<file path="config.mk">
export PLATFORM = sky130hd
export DESIGN_NAME = gate_bist
export DESIGN_NICKNAME = d
export VERILOG_FILES = /design/src/rtl/gate_bist.sv
export SDC_FILE = /design/constraint.sdc
export NUM_CORES = 1
export LEC_CHECK = 0
export BUFFER_PORTS_ARGS = -buffer_cell sky130_fd_sc_hd__buf_2
export CORE_MARGIN = 10
export CORE_UTILIZATION = 52
export CTS_CLUSTER_SIZE = 30
export DETAILED_ROUTE_END_ITERATION = 10
export PLACE_DENSITY = 0.75
export SETUP_SLACK_MARGIN = 0.2
export SLEW_MARGIN = 30
export SYNTH_ARGS = -nofsm -noshare
export SYNTH_HDL_FRONTEND = slang
export SYNTH_SLANG_ARGS = --single-unit
</file>
<file path="constraint.sdc">
create_clock -name clk -period 3.3 [get_ports clk]
set_input_delay 0.33 -clock clk [delete_from_list [all_inputs] [get_ports clk]]
set_output_delay 0.33 -clock clk [all_outputs]
set_load 0.02 [all_outputs]
</file>
<file path="src/rtl/gate_bist.sv">
// Built-in self test for a 2-input gate: walks the four input vectors,
// waits for the gate to settle, then compares each response with its expected bit.
module gate_bist #(
    parameter int unsigned SETTLE_CYCLES = 10,
    parameter int unsigned CNT_W         = 8
) (
    input  logic             clk,
    input  logic             rst_n,
    input  logic             start,
    input  logic [3:0]       expected,
    input  logic             ans,
    output logic             a,
    output logic             b,
    output logic             busy,
    output logic             done,
    output logic             pass,
    output logic [3:0]       fail_mask,
    output logic [2:0]       fail_count
);

    typedef enum logic [1:0] {
        IDLE,
        SETTLE,
        CHECK,
        DONE
    } state_t;

    localparam logic [CNT_W-1:0] CNT_LAST = CNT_W'(SETTLE_CYCLES - 1);

    state_t           state;
    logic [1:0]       idx;
    logic [CNT_W-1:0] cnt;
    logic [3:0]       exp_q;

    logic             mismatch;
    logic [3:0]       idx_bit;
    logic [1:0]       idx_inc;
    logic [3:0]       mask_nxt;
    logic [2:0]       count_nxt;

    always_comb begin
        mismatch  = (ans != exp_q[idx]);
        idx_bit   = 4'b0001 << idx;
        idx_inc   = idx + 2'd1;
        mask_nxt  = mismatch ? (fail_mask | idx_bit) : fail_mask;
        count_nxt = fail_count + {2'b00, mismatch};
    end

    // The gate inputs are registered copies of idx so they only move
    // on the clock that enters SETTLE for the next vector.
    always_ff @(posedge clk or negedge rst_n) begin
        if (!rst_n) begin
            state      <= IDLE;
            idx        <= 2'd0;
            cnt        <= '0;
            exp_q      <= 4'd0;
            a          <= 1'b0;
            b          <= 1'b0;
            busy       <= 1'b0;
            done       <= 1'b0;
            pass       <= 1'b0;
            fail_mask  <= 4'd0;
            fail_count <= 3'd0;
        end else begin
            unique case (state)
                IDLE, DONE: begin
                    if (start) begin
                        exp_q      <= expected;
                        fail_mask  <= 4'd0;
                        fail_count <= 3'd0;
                        idx        <= 2'd0;
                        cnt        <= '0;
                        a          <= 1'b0;
                        b          <= 1'b0;
                        busy       <= 1'b1;
                        done       <= 1'b0;
                        pass       <= 1'b0;
                        state      <= SETTLE;
                    end
                end
                SETTLE: begin
                    cnt <= cnt + CNT_W'(1);
                    if (cnt == CNT_LAST) begin
                        state <= CHECK;
                    end
                end
                CHECK: begin
                    fail_mask  <= mask_nxt;
                    fail_count <= count_nxt;
                    if (idx == 2'd3) begin
                        busy  <= 1'b0;
                        done  <= 1'b1;
                        pass  <= (mask_nxt == 4'd0);
                        state <= DONE;
                    end else begin
                        idx   <= idx_inc;
                        a     <= idx_inc[0];
                        b     <= idx_inc[1];
                        cnt   <= '0;
                        state <= SETTLE;
                    end
                end
            endcase
        end
    end

endmodule

</file>
; ---- Yosys cells after proc, flatten, opt, wreduce, memory -nomap -nowiden
; Index checks and enable logic that the tools add are counted.
[word_totals]
ff_bits = 28
latch_bits = 0
mem_bits_rw = 0
mem_bits_ro = 0
inputBits = 8
output_inout_bits = 12
word_cells = 66
memories = 0
[classes]
add_sub_neg = 3
n_mul = 0
div = 0
order_cmp = 1
n_eq_ne = 10
shift = 1
n_mux = 29
bitwise_logic = 1
reduce_logical = 10
[op_table]
columns = cell, n
row1 = $pmux 8 s3, 1
row2 = $mux 8, 2
row3 = $mux 2, 5
row4 = $pmux 1 s2, 5
row5 = $add 8x1->8 const B, 1
row6 = $eq 8x4->1 const B, 1
row7 = $mux 1, 8
row8 = $mux 4, 2
row9 = $ne 2x2->1 const B, 4
row10 = $pmux 4 s2, 1
row11 = $reduce_and 2->1, 4
row12 = $eq 2x2->1 const B, 3
row13 = $pmux 2 s3, 1
row14 = $pmux 3 s2, 1
row15 = $reduce_and 3->1, 2
row16 = $logic_not 4->1, 1
row17 = $or 4x4->4, 1
row18 = $pmux 2 s2, 1
row19 = $shl 1x2->4 const A, 1
row20 = $add 3x1->3, 1
row21 = $lt 2x3->1 const B, 1
row22 = $mux 3, 1
row23 = $add 2x1->2 const B, 1
row24 = $bmux 1 s2, 1
row25 = 5 further kinds, 5

; ---- Longest topological paths before layout
; Gate-level depths: netlist (run 1).
[logic_depth]
word_depth = 7
mapped_depth = 7
mapped_depth_nobuf = 7

; ---- Worst setup path before layout (run 1)
; No wires, ideal clock.
[synth_timing]
path_kind = register to register
from = register idx[0]
to = register fail_count[2]
setup_ns = 0.126
arrival_ns = 2.097
t_required_ns = 3.174
path_slack_ns = 1.076
stages_incl_launch_ff = 8
path_buffers = 0
synth_period_minus_slack_ns = 2.224
path_cell_list = dfrtp_1 -> mux4_2 -> xor2_1 -> ha_1 -> ha_1 -> nand3_1 -> o21ai_0 -> a221o_2
[synth_via]
elab_chain_len = 5
[synth_rtl]
columns = item, line_no
row1 = "start, declared", 31  ; logic [1:0] idx;
row2 = "start signal, assigned", 96  ; idx <= idx_inc;
row3 = $bmux 1 s2, 42  ; mismatch = (ans != exp_q[idx]);
row4 = $mux 1 (not written as such), 42
row5 = $ne 1x1->1, 42
row6 = $add 3x1->3, 46  ; count_nxt = fail_count + {2'b00, mismatch};
row7 = $pmux 3 s2, 65  ; unique case (state)
row8 = "end signal, assigned", 89  ; fail_count <= count_nxt;
row9 = "end, declared", 18  ; output logic [2:0] fail_count
; Every way passes these cells. The select of a mux whose other input is x is not followed.
; A chain may end at the register's enable or synchronous reset.

; ---- Worst setup path after layout (run 1)
; Ends and elaborated chain as after synthesis.

==> results of run 1 <==
layout make-up:
cell class                 instances  area [um2]
clock buffer                       4        36.3
tap                               30        37.5
fill                             211         971
inverter                           8        30.0
timing repair buffer              20         105
multi-input combinational         93         714
sequential                        26         651
how the worst max path moves through the flow:
stage,start,to,slack [ns],cells past startpoint
6_report,idx[0]$_DFFE_PN0P_,fail_count[2]$_DFFE_PN0P_,1.04,7
5_1_grt,idx[0]$_DFFE_PN0P_,fail_count[2]$_DFFE_PN0P_,0.95,7
4_1_cts,state[0]$_DFFE_PN0P_,cnt[6]$_DFFE_PN0P_,1.06,6
3_5_place_dp,idx[0]$_DFFE_PN0P_,fail_count[2]$_DFFE_PN0P_,1.06,7
3_3_place_gp,idx[0]$_DFFE_PN0P_,fail_count[2]$_DFFE_PN0P_,1.14,7
2_1_floorplan,idx[0]$_DFFE_PN0P_,fail_count[2]$_DFFE_PN0P_,1.08,7
kinds of logic (layout without fill, tap and decap cells):
| family | after synthesis | count (layout) | synth area share [%] |
|---|---|---|---|
| AO/OA/AOI/OAI | 26 | 26 | 13.5 |
| buffers and inverters | 11 | 32 | 3.45 |
| multiplexers | 9 | 9 | 7.70 |
| AND/OR/NAND/NOR | 43 | 43 | 17.1 |
| flip-flops | 26 | 26 | 46.0 |
| adder cells (fa/ha/maj) | 11 | 11 | 9.73 |
| XOR/XNOR | 4 | 4 | 2.48 |
power by group through the flow:
stage	Combinational (mW)	Clock [mW]	Sequential [mW]
2_1_floorplan	0.425	0	0.503
3_3_place_gp	0.564	0	0.475
3_5_place_dp	0.578	0	0.479
4_1_cts	0.584	0.167	0.472
5_1_grt	0.651	0.176	0.487
6_report	0.583	0.164	0.472
worst max-delay path: cells and delay by family (launching register included):
kind | cells | cell delay [ns]
compound gates | 2 | 0.42
mux | 1 | 0.55
flops | 1 | 0.51
xor+xnor | 1 | 0.19
simple gates | 1 | 0.09
fa+ha+maj | 2 | 0.42
through the flow:
stage	setup WS (ns)	util (%)	power (mW)	std cells
finish	1.04	61.8	1.22	181
global placement	1.14	60.0	1.04	176
floorplan	1.08	-	0.928	130
global route	0.948	61.8	1.31	181
detailed placement	1.06	60.0	1.06	176
CTS	1.06	61.8	1.22	181
placed cells by master (no fill, tap or decap), drive strengths merged, types with 2 or more instances in the layout:
| cell | Yosys | final |
|---|---|---|
| a21oi | 3 | 3 |
| a22o | 9 | 9 |
| a32o | 2 | 2 |
| buf | 1 | 19 |
| clkbuf | 2 | 4 |
| dfrtp | 26 | 26 |
| ha | 11 | 11 |
| inv | 8 | 8 |
| mux2 | 5 | 5 |
| mux2i | 3 | 3 |
| nand2 | 10 | 10 |
| nand2b | 6 | 6 |
| nand3 | 6 | 6 |
| nor2 | 7 | 7 |
| nor2b | 2 | 2 |
| nor3 | 2 | 2 |
| o21ai | 7 | 7 |
| o41ai | 2 | 2 |
| or2b | 2 | 2 |
| or4b | 2 | 2 |
| xnor2 | 2 | 2 |
| xor2 | 2 | 2 |
per-layer routing:
| layer | global-route usage (%) | wire length, um |
|---|---|---|
| met4 | 3.44 | 20 |
| met3 | 2.31 | 101 |
| met5 | 0 | 0 |
| met1 | 14.1 | 1340 |
| met2 | 18.6 | 1370 |
registers in the layout (all words and copies together) (netlist names):
name and flops:
cnt 8, fail_count 3, b 1, done 1, idx 1, busy 1, fail_mask 4, state 2
exp_q 4, pass 1
==> results.txt, run 1 <==
Initial Utilization - 55.6%
Crit path time final - 2.26 ns
Synth top area share - 46.0%
Hold path depth - 2
Diode count - 0
Final instance area - 1570 um2
Most common cell in the netlist - dfrtp_1
Die area - 5200 um2
CP max FO - 8
Clk buf depth - 2
Placed Area - 1530 um2
Post-detailed-route DRC marker count - 0
Required time worst endpoint - 3.53 ns
Root Buffer Master - clkbuf_4
Synth warn - 0
Vias/cell - 5.85
Critical R2R Capture - fail_count[2]$_DFFE_PN0P_
Switching part of the total - 41.3%
GP Congestion - 0.787
WL/cell - 15.6 um
Hold Fails Final Rpt - 0
Area grow syn2layout - 11.3%
Post-synth top area cell - dfrtp_1
Synth area leaders - dfrtp_1 (46%), ha_1 (9.7%), a22o_1 (5.6%)
Clk_skew - 0.000824 ns
Reported max-cap violation count - 0
Post-CTS Hold Buffers - 1
Psw - 504 uW
Post-cts sizing count - 0
P_int - 715 uW
IO buf count - 19
Cells after Synth - 130
Worst path most repeated cell - ha_1
Avg Cell Area, Syn - 10.9 um2
Static leakage - 0.763 nW
Net Count, Synth - 149
Sequential Power Share - 38.7%
Worst-Margin Slew - 0.618 ns
Crit-path cells - mux4_2 > xor2_1 > ha_1 > ha_1 > nand3_1 > o21ai_0 > a221o_2
Worst vdd ir - 0.000487 V
Vias after detailed routing - 1058
WP data arrival - 2.49 ns
Seq cells post-synth - 26
Antenna violations before repair - 0
# clock sinks - 26
Nets - 171
CTS tree - done
Worst hold endpoint - exp_q[3]$_DFFE_PN0P_
Fmax achieved - 0.442 GHz
Pre-antenna DRT Iters - 4
Clock group share of total power - 13.4%
Count of cell types in the netlist - 35
Die H - 72.1 um
Max_slew headroom - 58.5%
Post-CTS Setup Inserts - 0
Worst-Skew Late Latency - 0.32 ns
Fin Hold WS - 0.226 ns
GRT Total Usage - 11.2%
Commonest cells in the netlist - dfrtp_1 (26), ha_1 (11), nand2_1 (10)
R2R setup slack - 1.04 ns
Die width - 72.1 um
Global-route wire length before repair - 4.93 mm
Period Utilization, post-route - 68.5%
Max Slew Vio Count - 0
IO Count - 20
Core Area - 2540 um2
Hold Startpoint - expected[3]
Layout cells sized above 1 - 21.9%
Asr flop ratio synth - 100%
CP max-delay cell - mux4_2
Ys flop type - dfrtp_1
# H-tree levels - 1
Placed wire-length estimate - 2.13 mm
Worst flop-to-flop path startpoint - idx[0]$_DFFE_PN0P_
WL final - 2.83 mm
Routed Antenna Nets - 0
Largest net degree at the start of global routing - 27
Seq/Total Area, Yosys - 46.0%
Crit path kind - flip-flop to flip-flop
Worst Hold Class - input port to flip-flop
Post-synth EDFFs - 0
Total negative slack - 0 ns
PwrDens - 775 nW/um2
Num CTS Buffers - 3
Run status - completed
R2R cell count - 7
Clk slew on worst S/H paths - 0.14 ns
Remaining Overflow, GRT - 0
Element type at the critical path end - flip-flop
Vias in the first global route - 1074
Slowest stage delay, CP - 0.55 ns
Cell Rows - 18
RSZ-0062 raised after global routing - false
Synthesized cell area - 1410 um2
Initial DRC count - 40
Crit start category - flip-flop
Combinational power share - 47.8%
Setup Viol. Count Final - 0
No activity file was read; power rests on OpenSTA's default activity.
==> run 2: changes to the inputs <==
Clock period 3.3 ns to 2.4 ns, I/O delays scaled along.
==> run 2 against run 1 <==
Via count is 1.7% higher. Highest routed layer unchanged. Combinational power grew 59%. Largest power group unchanged. Hold slack worse by 0.098 ns. Critical path depth fell by 2.
==> results.txt, run 2 (same netlist as run 1, synthesis figures left out) <==
Setup Viol. Count Final - 0
PwrDens - 1140 nW/um2
Initial DRC count - 42
Area grow syn2layout - 17.1%
Crit path time final - 2.12 ns
Global-route wire length before repair - 5.29 mm
Cell Rows - 18
Max reg flops - 8
Worst vdd ir - 0.000643 V
Clk buf depth - 2
Reg area - 653 um2
CP max FO - 6
Routed Antenna Nets - 0
Total negative slack - 0 ns
Worst Hold Class - input port to flip-flop
Worst-Skew Late Latency - 0.33 ns
# H-tree levels - 1
Num CTS Buffers - 3
Worst-Margin Slew - 0.579 ns
GRT Total Usage - 12.3%
Pre-antenna DRT Iters - 4
GP Congestion - 0.758
Hold path depth - 2
Die width - 72.1 um
GRT met3 Usage - 2.86%
R2R cell count - 5
Vias after detailed routing - 1076
Die H - 72.1 um
Largest net degree at the start of global routing - 27
Run status - completed
Period Utilization, post-route - 88.4%
Static leakage - 0.799 nW
Commonest non-fill, non-tap cell in the layout - dfrtp_1
Max Slew Vio Count - 0
Die area - 5200 um2
Met2 GRT Util - 21.2%
Clk_skew - 0.00686 ns
Antenna violations before repair - 0
Remaining Overflow, GRT - 0
Post-detailed-route DRC marker count - 0
CTS tree - done
Multi-input combinational cell area - 732 um2
Fmax achieved - 0.471 GHz
Reported max-cap violation count - 0
Core Area - 2540 um2
Required time worst endpoint - 2.66 ns
Layout cells sized above 1 - 28.0%
RSZ-0062 raised after global routing - false
Vias/cell - 5.75
# fillers - 215
Root Buffer Master - clkbuf_4
IO Count - 20
# clock sinks - 26
Leading cell types in the layout, fill and taps excluded - dfrtp_1 (24), buf_2 (19), nand2_1 (10), ha_1 (10), a22o_1 (9)
Top flop regs - cnt x8, exp_q x4, fail_mask x4
Element type at the critical path end - flip-flop
IO buf count - 19
Diode count - 0
WP data arrival - 2.38 ns
WL final - 3.17 mm
Worst Setup Slack, final - 0.279 ns
Clk slew on worst S/H paths - 0.15 ns
Vias in the first global route - 1123
Crit start category - flip-flop
Crit path kind - flip-flop to flip-flop
WL/cell - 17.0 um
Pre-CTS WS - 0.252 ns
Nets - 177
Max_slew headroom - 61.4%
Placed wire-length estimate - 2.25 mm
Initial Utilization - 55.6%
Hold Fails Final Rpt - 0
Met1 usage - 14.3%
Top reg by flops - cnt
Top Usage Layer GRT - met2
==> run 2: final cells by class <==
cell class | count | share of cell area [%]
Tap cell | 30 | 2.27
Clock buffer | 3 | 1.36
Sequential cell | 26 | 39.5
Clock inverter | 1 | 1.81
Timing Repair Buffer | 26 | 9.07
Inverter | 8 | 1.81
Multi-Input combinational cell | 93 | 44.2
==> run 2: final timing paths <==
check / start / endpoint / slack, ns
worst max-delay path: idx[0]$_DFFE_PN0P_ / cnt[6]$_DFFE_PN0P_ / 0.28
worst min-delay path: expected[1] / exp_q[1]$_DFFE_PN0P_ / 0.13
worst max register to register: idx[0]$_DFFE_PN0P_ / cnt[6]$_DFFE_PN0P_ / 0.28
worst min register to register: pass$_DFFE_PN0P_ / pass$_DFFE_PN0P_ / 0.52
max in group asynchronous: rst_n / idx[0]$_DFFE_PN0P_ / 1.57
min in group asynchronous: rst_n / cnt[2]$_DFFE_PN0P_ / 0.42
==> run 2: worst max-delay path: stages, from the launching register on <==
cell and delay (ns):
dfrtp_2 0.48, ha_1 0.28, and2_1 0.25, or4b_4 0.54
or3_1 0.35, a21oi_1 0.15
==> run 2: layer usage <==
layer	vias up	wire [um]
met5	-	0
met4	0	51
met3	8	138
met2	23	1630
met1	526	1350
li1	519	-
==> run 2: where the power goes <==
group          leakage [nW]  total (mW)  internal, mW  switching [mW]
sequential            0.336       0.653         0.547           0.106
clock                0.0279       0.305         0.169           0.136
combinational         0.435       0.927         0.415           0.512
==> run 2: stage by stage <==
step	hold slack (ns)	utilization [%]	area (um2)	power, mW	cells
2_1_floorplan	-0.0556	-	1420	1.28	130
4_1_cts	0.126	63.4	1610	1.82	184
3_5_place_dp	0.270	61.0	1550	1.51	179
5_1_grt	0.125	65.0	1660	2.02	187
6_report	0.128	65.0	1660	1.88	187
3_3_place_gp	0.265	61.0	1550	1.47	179
==> run 2: timing repair <==
item	4_1_cts	5_1_grt
hold endpoints to repair	26	0
setup endpoints to repair	0	3
gates resized for setup	0	4
setup buffers	0	3
hold buffers	1	0
==> run 3: changes to the inputs <==
Settings changed: CORE_UTILIZATION 52 to 56, PLACE_DENSITY 0.75 to 0.8.
==> run 3 against run 2 <==
Critical path depth grew 2. Design area shrank 1.8%. Clock power shrank 26%. Core utilization grew 1.8 points. Combinational power shrank 3.5%. Non-clock buffer count shrank 1. Sequential power is essentially flat. Clock-buffer cell count grew 1. Cell count shrank 0.53%. First-iteration DRC count grew 31%. Sequential share of layout area grew 0.73 points. Fmax shrank 0.54%. Critical path type unchanged. Largest cell class unchanged. Largest power group unchanged. Highest routed layer unchanged.
==> results.txt, run 3 (same netlist as run 1, synthesis figures left out) <==
Die area - 4930 um2
Worst-Margin Slew - 0.589 ns
Static leakage - 0.785 nW
Largest net degree at the start of global routing - 27
Num CTS Buffers - 3
Commonest non-fill, non-tap cell in the layout - dfrtp_1
Crit start category - flip-flop
Hold path depth - 2
CTS tree - done
Final instance area - 1630 um2
CP max FO - 6
Hold Fails Final Rpt - 0
P_int - 1.04 mW
R2R cell count - 7
Clk_skew - 0.00161 ns
Setup Viol. Count Final - 0
Vias after detailed routing - 1108
Max_slew headroom - 60.8%
Final cell count without fillers - 186
Post-detailed-route DRC marker count - 0
Root Buffer Master - clkbuf_4
Clk buf depth - 2
Combinational power share - 50.5%
Global-route wire length before repair - 5.33 mm
Element type at the critical path end - flip-flop
Max reg flops - 8
Psw - 731 uW
RSZ-0062 raised after global routing - true
Layout cells sized above 1 - 27.6%
Period Utilization, post-route - 88.9%
Die H - 70.2 um
Placed Area - 1550 um2
Nets - 176
Remaining Overflow, GRT - 0
# H-tree levels - 1
Clk slew on worst S/H paths - 0.14 ns
Max Slew Vio Count - 0
Diode count - 0
Sequential Power Share - 36.7%
Initial DRC count - 55
Crit path kind - flip-flop to flip-flop
Leading cell types in the layout, fill and taps excluded - dfrtp_1 (24), buf_2 (19), nand2_1 (10), ha_1 (10), a22o_1 (9)
Crit path time final - 2.13 ns
Worst Hold Class - input port to flip-flop
PwrDens - 1090 nW/um2
Antenna violations before repair - 0
Initial Utilization - 58.1%
Placed wire-length estimate - 2.30 mm
Area grow syn2layout - 15.0%
Worst vdd ir - 0.000699 V
Fin Hold WS - 0.131 ns
Final Power - 1.77 mW
Required time worst endpoint - 2.63 ns
Cell Rows - 18
Top reg by flops - cnt
Placed cells - 179
# fillers - 203
Fmax achieved - 0.469 GHz
Worst-Skew Late Latency - 0.33 ns
IO buf count - 19
R2R setup slack - 0.27 ns
Top flop regs - cnt x8, exp_q x4, fail_mask x4
Total negative slack - 0 ns
Clock group share of total power - 12.8%
Pre-antenna DRT Iters - 4
Switching part of the total - 41.2%
Routed Antenna Nets - 0
Vias/cell - 5.96
GRT Total Usage - 12.9%
Reported max-cap violation count - 0
Die width - 70.2 um
Run status - completed
WL/cell - 16.7 um
WL final - 3.10 mm
WP data arrival - 2.36 ns
IO Count - 20
GP Congestion - 0.743
Vias in the first global route - 1213
Core Area - 2430 um2
# clock sinks - 26
[run 3: path summary, 6_finish.rpt]
kind / from / to
worst max-delay path: idx[0]$_DFFE_PN0P_ / fail_count[2]$_DFFE_PN0P_
worst min-delay path: expected[1] / exp_q[1]$_DFFE_PN0P_
worst max register to register: idx[0]$_DFFE_PN0P_ / fail_count[2]$_DFFE_PN0P_
worst min register to register: pass$_DFFE_PN0P_ / pass$_DFFE_PN0P_
max in group asynchronous: rst_n / b$_DFFE_PN0P_
min in group asynchronous: rst_n / cnt[4]$_DFFE_PN0P_
[run 3: metrics by stage]
stage	util (%)	setup WS [ns]
after floorplan	-	0.280
after global routing	66.8	0.189
final	66.8	0.267
after detailed placement	63.8	0.214
after global placement	63.8	0.297
after CTS	65.7	0.205
[run 3: routing by layer]
layer | track usage (%) | vias up | wire length [um]
met5 | 0 | - | 0
met4 | 5.92 | 0 | 58
met3 | 3.67 | 7 | 144
met2 | 22.7 | 30 | 1570
met1 | 13.8 | 555 | 1330
li1 | - | 516 | -
[run 3: worst max-delay path, stage by stage (launching register included)]
cell and delay (ns):
dfrtp_2 0.45, mux4_2 0.54, xor2_2 0.18, ha_1 0.19, ha_2 0.18, nand3_1 0.08, o21ai_1 0.08, a221o_2 0.34
[run 3: area by class of cell]
type | instances | area (um2) | area share [%]
tap | 30 | 37.5 | 2.31
sequential | 26 | 653 | 40.2
multi-input combinational | 93 | 726 | 44.6
clock buffer | 4 | 36.3 | 2.23
inverter | 8 | 30.0 | 1.85
timing repair buffer | 25 | 143 | 8.78
[run 3: timing repair]
| item | 4_1_cts | 5_1_grt |
|---|---|---|
| hold buffers | 1 | 0 |
| setup buffers | 0 | 2 |
| endpoints found under the hold margin | 26 | 0 |
| resized for setup | 0 | 5 |
| setup endpoints to repair | 0 | 2 |
[run 3: power groups by stage]
stage,Sequential (mW),Combinational [mW],Clock (mW)
floorplan,0.693,0.585,0
global placement,0.654,0.808,0
detailed placement,0.664,0.848,0
CTS,0.653,0.860,0.230
global route,0.667,0.999,0.249
finish,0.650,0.895,0.227
